### src/rtl/multicycle_ctrl.sv
// Main control FSM for the multi-cycle RV32I core: sequences fetch, decode,
// execute, memory and writeback, drives every datapath strobe and counts retires.
module multicycle_ctrl #(
    parameter int WIDTH = 32
) (
    input  logic             clk,
    input  logic             rst_n,
    input  logic [WIDTH-1:0] instr,
    input  logic             branch_taken,
    input  logic             mem_ready,
    output logic             mem_req,
    output logic             mem_we,
    output logic             mem_sel_data,
    output logic             ir_we,
    output logic             mdr_we,
    output logic             aluout_we,
    output logic             alu_src_b,
    output logic [1:0]       alu_op,
    output logic             rf_we,
    output logic [1:0]       wb_sel,
    output logic             pc_we,
    output logic [1:0]       pc_src,
    output logic             instr_done,
    output logic [WIDTH-1:0] instret,
    output logic             illegal,
    output logic [2:0]       state_dbg
);

    typedef enum logic [2:0] {
        S_FETCH  = 3'd0,
        S_DECODE = 3'd1,
        S_EXEC   = 3'd2,
        S_MEM    = 3'd3,
        S_WB     = 3'd4,
        S_TRAP   = 3'd7
    } state_t;

    localparam logic [6:0] OP_RALU   = 7'b0110011;
    localparam logic [6:0] OP_IALU   = 7'b0010011;
    localparam logic [6:0] OP_LOAD   = 7'b0000011;
    localparam logic [6:0] OP_STORE  = 7'b0100011;
    localparam logic [6:0] OP_BRANCH = 7'b1100011;
    localparam logic [6:0] OP_JAL    = 7'b1101111;
    localparam logic [6:0] OP_JALR   = 7'b1100111;
    localparam logic [6:0] OP_LUI    = 7'b0110111;

    state_t           r_state;
    state_t           w_next;
    logic [WIDTH-1:0] r_instret;
    logic             r_illegal;

    logic       w_memReq, w_memWe, w_memSel, w_irWe, w_mdrWe, w_aluoutWe;
    logic       w_aluSrcB, w_rfWe, w_pcWe, w_retire, w_supported;
    logic [1:0] w_aluOp, w_wbSel, w_pcSrc;
    logic [6:0] w_opcode;
    logic       w_unusedInstr;

    assign w_opcode      = instr[6:0];
    assign w_unusedInstr = &{1'b0, instr[WIDTH-1:7]};

    always_comb begin
        case (w_opcode)
            OP_RALU, OP_IALU, OP_LOAD, OP_STORE,
            OP_BRANCH, OP_JAL, OP_JALR, OP_LUI: w_supported = 1'b1;
            default:                            w_supported = 1'b0;
        endcase
    end

    always_ff @(posedge clk or negedge rst_n) begin
        if (!rst_n) begin
            r_state   <= S_FETCH;
            r_instret <= '0;
            r_illegal <= 1'b0;
        end else begin
            r_state <= w_next;
            if (w_retire)
                r_instret <= r_instret + 1'b1;
            if (w_next == S_TRAP)
                r_illegal <= 1'b1;
        end
    end

    always_comb begin
        w_next     = r_state;
        w_memReq   = 1'b0;
        w_memWe    = 1'b0;
        w_memSel   = 1'b0;
        w_irWe     = 1'b0;
        w_mdrWe    = 1'b0;
        w_aluoutWe = 1'b0;
        w_aluSrcB  = 1'b0;
        w_aluOp    = 2'b00;
        w_rfWe     = 1'b0;
        w_wbSel    = 2'b00;
        w_pcWe     = 1'b0;
        w_pcSrc    = 2'b00;
        w_retire   = 1'b0;
        case (r_state)
            S_FETCH: begin
                w_memReq = 1'b1;
                if (mem_ready) begin
                    w_irWe = 1'b1;
                    w_next = S_DECODE;
                end
            end
            S_DECODE: w_next = w_supported ? S_EXEC : S_TRAP;
            S_EXEC: begin
                case (w_opcode)
                    OP_RALU, OP_IALU: begin
                        w_aluSrcB  = (w_opcode == OP_IALU);
                        w_aluOp    = 2'b10;
                        w_aluoutWe = 1'b1;
                        w_next     = S_WB;
                    end
                    OP_LOAD, OP_STORE: begin
                        w_aluSrcB  = 1'b1;
                        w_aluoutWe = 1'b1;
                        w_next     = S_MEM;
                    end
                    OP_BRANCH: begin
                        w_aluOp  = 2'b01;
                        w_pcWe   = 1'b1;
                        w_pcSrc  = branch_taken ? 2'b01 : 2'b00;
                        w_retire = 1'b1;
                        w_next   = S_FETCH;
                    end
                    OP_JAL, OP_JALR: begin
                        w_aluSrcB = (w_opcode == OP_JALR);
                        w_rfWe    = 1'b1;
                        w_wbSel   = 2'b10;
                        w_pcWe    = 1'b1;
                        w_pcSrc   = (w_opcode == OP_JALR) ? 2'b10 : 2'b01;
                        w_retire  = 1'b1;
                        w_next    = S_FETCH;
                    end
                    OP_LUI: begin
                        w_rfWe   = 1'b1;
                        w_wbSel  = 2'b11;
                        w_pcWe   = 1'b1;
                        w_retire = 1'b1;
                        w_next   = S_FETCH;
                    end
                    // IR changed under us after DECODE accepted it.
                    default: w_next = S_TRAP;
                endcase
            end
            S_MEM: begin
                w_memReq = 1'b1;
                w_memSel = 1'b1;
                w_memWe  = (w_opcode == OP_STORE);
                if (mem_ready) begin
                    if (w_opcode == OP_STORE) begin
                        w_pcWe   = 1'b1;
                        w_retire = 1'b1;
                        w_next   = S_FETCH;
                    end else begin
                        w_mdrWe = 1'b1;
                        w_next  = S_WB;
                    end
                end
            end
            S_WB: begin
                w_rfWe   = 1'b1;
                w_wbSel  = (w_opcode == OP_LOAD) ? 2'b01 : 2'b00;
                w_pcWe   = 1'b1;
                w_retire = 1'b1;
                w_next   = S_FETCH;
            end
            S_TRAP:  w_next = S_TRAP;
            default: w_next = S_FETCH;
        endcase
    end

    // Reset must silence everything at once, including the FETCH request.
    assign mem_req      = rst_n & w_memReq;
    assign mem_we       = rst_n & w_memWe;
    assign mem_sel_data = rst_n & w_memSel;
    assign ir_we        = rst_n & w_irWe;
    assign mdr_we       = rst_n & w_mdrWe;
    assign aluout_we    = rst_n & w_aluoutWe;
    assign alu_src_b    = rst_n & w_aluSrcB;
    assign alu_op       = rst_n ? w_aluOp : 2'b00;
    assign rf_we        = rst_n & w_rfWe;
    assign wb_sel       = rst_n ? w_wbSel : 2'b00;
    assign pc_we        = rst_n & w_pcWe;
    assign pc_src       = rst_n ? w_pcSrc : 2'b00;
    assign instr_done   = rst_n & w_retire;
    assign instret      = rst_n ? r_instret : '0;
    assign illegal      = rst_n & r_illegal;
    assign state_dbg    = rst_n ? 3'(r_state) : 3'd0;

endmodule

### config.mk
export PLATFORM = sky130hd
export DESIGN_NAME = multicycle_ctrl
export DESIGN_NICKNAME = d
export VERILOG_FILES = /design/src/rtl/multicycle_ctrl.sv
export SDC_FILE = /design/constraint.sdc
export NUM_CORES = 1
export LEC_CHECK = 0
export ABC_AREA = 1
export BUFFER_PORTS_ARGS = -buffer_cell sky130_fd_sc_hd__buf_2
export CAP_MARGIN = 40
export CELL_PAD_IN_SITES_DETAIL_PLACEMENT = 0
export CELL_PAD_IN_SITES_GLOBAL_PLACEMENT = 1
export CORE_MARGIN = 2
export CORE_UTILIZATION = 35
export DETAILED_ROUTE_END_ITERATION = 10
export PLACE_DENSITY = 0.9
export SLEW_MARGIN = 20
export SYNTH_ARGS = -nofsm -noshare
export SYNTH_HDL_FRONTEND = slang
export SYNTH_SLANG_ARGS = --single-unit
export TNS_END_PERCENT = 20
### constraint.sdc
create_clock -name clk -period 1.8 [get_ports clk]
set_clock_uncertainty 0.1 [all_clocks]
set_input_delay 0.18 -clock clk [delete_from_list [all_inputs] [get_ports clk]]
set_output_delay 0.18 -clock clk [all_outputs]
set_load 0.01 [all_outputs]
After elaboration in Yosys (flattened, before gate mapping)
Cells that the tools add are included.

storage, ports and cells
  bits in registers = 36
  latch bits = 0
  memory bits (writable) = 0
  bits in read-only memories = 0
  input port bits = 36
  output and inout bits = 52
  logic and storage cells = 76
  memories = 0

operators by class
  $add $sub $neg = 1
  multiply operators = 0
  div/mod/pow operators = 0
  magnitude comparators = 0
  equality and inequality tests = 14
  shift-type cells = 0
  muxes and demuxes = 39
  bitwise operators = 10
  reduce and logical (&&, ||, !) cells = 9

operator list
  cell                                                                    number
  32-bit by 1-bit adder with 32-bit output (second input constant)        1
  32-bit 2-to-1 mux                                                       1
  7-bit by 6-bit equality test with 1-bit output (second input constant)  3
  7-bit equality test (second input constant)                             3
  1-bit 2-to-1 mux                                                        18
  2-bit case mux with 2 select lines                                      4
  3-bit 2-to-1 mux                                                        5
  3-bit case mux with 5 select lines                                      1
  2-bit 2-to-1 mux                                                        6
  1-bit AND                                                               10
  3-bit equality test (second input constant)                             3
  3-bit case mux with 3 select lines                                      1
  2-bit OR reduction                                                      4
  4-bit OR reduction                                                      2
  8-bit OR reduction                                                      1
  7-bit by 2-bit equality test with 1-bit output (second input constant)  1
  7-bit by 5-bit equality test with 1-bit output (second input constant)  1
  3-bit by 2-bit equality test with 1-bit output (second input constant)  2
  1-bit case mux with 3 select lines                                      2
  3-bit by 1-bit equality test with 1-bit output (second input constant)  1
  3-bit logical NOT                                                       1
  3-bit OR reduction                                                      1
  1-bit case mux with 2 select lines                                      1

Logic depth before layout (Yosys ltp)
  word-level depth = 6
  depth in mapped cells = 11
  mapped depth without buffers = 10

Worst setup path before layout
Ideal clock, no wire load.

  kind = register to output
  from = register r_state[2]
  to = output port pc_we
  arrival time = 1.498 ns
  data required time = 1.520 ns
  setup slack = 0.022 ns
  stages on the path, launching flop included = 8
  path buffers = 2
  path through = dfrtp_1 inv_2 nand3_2 nor2_1 a21oi_2 buf_2 a21oi_1 buf_4

between the ends
  longest elaborated chain between the ends = 3
  elaborated cells on any way between the ends = 5
  those cells by class = 3 x eq/ne; 1 x mux; 1 x bitwise

ends and longest elaborated chain
  element                                                                                       line  text
  start: declaration                                                                            47    state_t r_state;
  start signal: assignment                                                                      75    r_state <= w_next;
  3-bit equality test / 3-bit by 2-bit equality test with 1-bit output (equally long branches)  -
  1-bit case mux with 3 select lines (*)                                                        -
  1-bit AND (*)                                                                                 -
  end: declaration                                                                              21    output logic pc_we,

Mark *: on every way between the ends. The rest lies on a longest branch, timed or not.

Final worst setup path
  from = register r_state[0]
  to = output port rf_we

between the ends
  longest elaborated chain between the ends = 3
  elaborated cells on any way between the ends = 4
  those cells by class = 2 x eq/ne; 1 x mux; 1 x bitwise

ends and longest elaborated chain
  element                                                                                       line  text
  3-bit equality test / 3-bit by 2-bit equality test with 1-bit output (equally long branches)  98    case (r_state)
  1-bit case mux with 2 select lines (*)                                                        98
  1-bit AND (*)                                                                                 183   assign rf_we = rst_n & w_rfWe;
  end: declaration                                                                              19    output logic rf_we,

Marks and branches as above.

==> results.toml <==
[run_status]
outcome = "finished with violations"
violations = "setup timing"

[synth]
synth-edff-count = 0
yosys.area.top_type = "dfrtp_1"
synth.cell_area_mm2 = 0.00293
syn_avg_cell_area_um2 = 6.22
synthArstFlopShare = 1.00
synthAdderAreaFrac = 0.00428
ys.flop_type = "dfrtp_1"
synth.yosys.seq_area_share = 0.308
synth-seq-cells = 36
synth_top_family_by_area = "simple AND/OR/NAND/NOR gates"
synthTopCellsByArea = "dfrtp_1 31%, nand2_1 23%, inv_1 9.0%"
synth_top_area_frac = 0.308
yosys.cell_types.count = 34
syn_nets = 507
synthMuxAreaShare = 0
yosys.area_share.simple = 0.455
synthCells = 470
synth-compound-area-share = 0.0624
yosys.area_share.xor_xnor = 0.0475
yosysWarnings = 0

[route]
final_antenna_net_count = 0
drt_wl_total_um = 8020
drtIter0Drc = 125
vias = 3163
drc = 0
wl_per_cell_um = 12.0
viasPerCell = 4.72
first_pass_iters = 4

[sta]
rsz0062_at_grt = "true"
fmaxAchievable_mhz = 530
setup_viol = 8
finalCritPeriodShare = 1.05
hold_viol = 0
worst_slack_ns = -0.0862
tightest_slew_ns = 0.420
maxSlewHeadroom = 0.719
slew_viol_final = 0
period_minus_slack_ns = 1.89

[setup_path]
crit_path_start_kind = "register"
worstPathArrival_ns = 1.61
crit_fanout = 6
path_delay_family = "simple AND/OR/NAND/NOR gates"
critPathMaxStageDelay_ns = 0.45
path_buf_inv = 1
path_cells = "nor3_4 -> nand2_2 -> a31oi_4 -> nand2b_4 -> buf_6"
critPathSlowestCell = "dfrtp_2"
end_kind = "primary output"
crit_type = "register to primary output"
worst_ep_required_time_ns = 1.52

[clock_network]
cts_buffers = 5
htree_levels = 2
insertion_delay_ns = 0.29
clk_pin_slew_ns = 0.07
cts-root-buf = "clkbuf_8"
clock_tree.buffer_depth = 2
cts.sinks = 36
cts_tree = "built"

[power_and_ir_drop]
peakVddDrop_v = 0.000519
powerDensity_mw_per_mm2 = 874
totalPowerFinal_w = 0.00331
leakagePower_nw = 2.07

[global_route]
grt_pass1_wl_um = 13200
grt_util_met1 = 0.229
grt.met2_usage = 0.321
grt_max_degree = 42
grt_pass1_vias = 2950
top_usage_layer = "met2"
grt_antenna_before_repair = 0
grt_overflow = 0
use_met3 = 0.0292
grt_usage = 0.184

[final_layout]
drive_gt1_frac = 0.276
fill_cells = 866
mostFrequentLayoutCells = "180 x nand2_1, 70 x inv_1, 61 x buf_2, 47 x nor2_1, 33 x dfrtp_1"
diodes = 0
fin_area_mm2 = 0.00378
syn_to_final_growth_pct = 29.3
final_common_cell = "nand2_1"
layout.nets = 601

[run]
max_cap_violations = 0

[die]
die_x_um = 95.4
die_area_mm2 = 0.00910
ios = 88
coreArea_mm2 = 0.00818
dieHeight_um = 95.4
fp-row-count = 33
start_util = 0.358

[placed_design]
gp_congestion = 0.908
hpwl_um = 5950
place.port_buffers = 62
place_area_mm2 = 0.00346

[hold_path]
hp-class = "input pin to async pin"
worst paths after layout:
path / startpoint / endpoint / slack [ns] / cells after the start
worst max-delay path: r_state[0] / rf_we / -0.09 / 5
worst min register to register: r_illegal / r_illegal / 0.38 / 2
worst min-delay path: rst_n / r_instret[13] / 0.12 / 3
min in group clk: mem_ready / r_state[0] / 0.24 / 5
worst max register to register: r_instret[1] / r_instret[18] / 0.08 / 10
max in group asynchronous: rst_n / r_instret[7] / 0.57 / 3
cells in the mapped netlist (4+ instances only):
cell type	n
nor3_1	14
nor2_2	6
inv_1	70
nand2_1	182
nand4_1	4
xor2_1	14
nor2_1	53
nand3_1	26
nand2_2	5
o21ai_2	11
a21oi_1	6
nand3b_1	10
dfrtp_1	36
o21ai_1	4
per-stage QoR:
step	util	setup TNS [ns]	setup WS, ns	hold WS (ns)	cells
floorplan	-	0	0.0222	-0.216	470
global placement	0.424	0	0.0552	-0.0467	648
detailed placement	0.424	0	0.0566	-0.0457	648
CTS	0.449	-0.177	-0.0662	0.119	665
global route	0.463	-1.29	-0.184	0.160	670
finish	0.463	-0.391	-0.0862	0.118	670
kinds of logic after synthesis:
family	Yosys count
adder cells (fa/ha/maj)	1
AO/OA/AOI/OAI	26
XOR/XNOR	15
AND/OR/NAND/NOR	308
buffers and inverters	84
flip-flops	36
where the power goes:
group / leakage [nW] / switching (W) / total (W) / internal, W
sequential: 0.475 / 0.000201 / 0.00118 / 0.000978
combinational: 1.55 / 0.000881 / 0.00152 / 0.000636
clock: 0.0455 / 0.000297 / 0.000610 / 0.000313
final cells by class:
cell class	instances	area (µm²)	area share
Clock buffer	8	90.1	0.0238
Inverter	72	273	0.0721
Multi-Input combinational cell	350	1770	0.467
Sequential cell	36	905	0.239
Tap cell	105	131	0.0347
Timing Repair Buffer	99	618	0.163
state kept, by name (all words and copies together) (netlist names):
register and count:
r_illegal 1, r_instret 32, r_state 3
per-layer routing:
metal,wire (µm),part of all wire,vias up
li1,-,-,1619
met1,3700,0.46,1446
met2,3790,0.47,82
met3,346,0.043,16
met4,175,0.022,0
met5,0,0,-
repair_timing:
action	4_1_cts	5_1_grt
buffers inserted	6	5
gates cloned	0	0
resized for setup	12	16
pin swaps	3	2
setup endpoints to repair	10	20
hold buffers	3	0
hold endpoints to repair	10	0
tightest hold or removal path, stage by stage:
cell,delay [ns]
buf_2,0.22
buf_4,0.26
buf_4,0.17
Power figures use the tool's default switching activity.
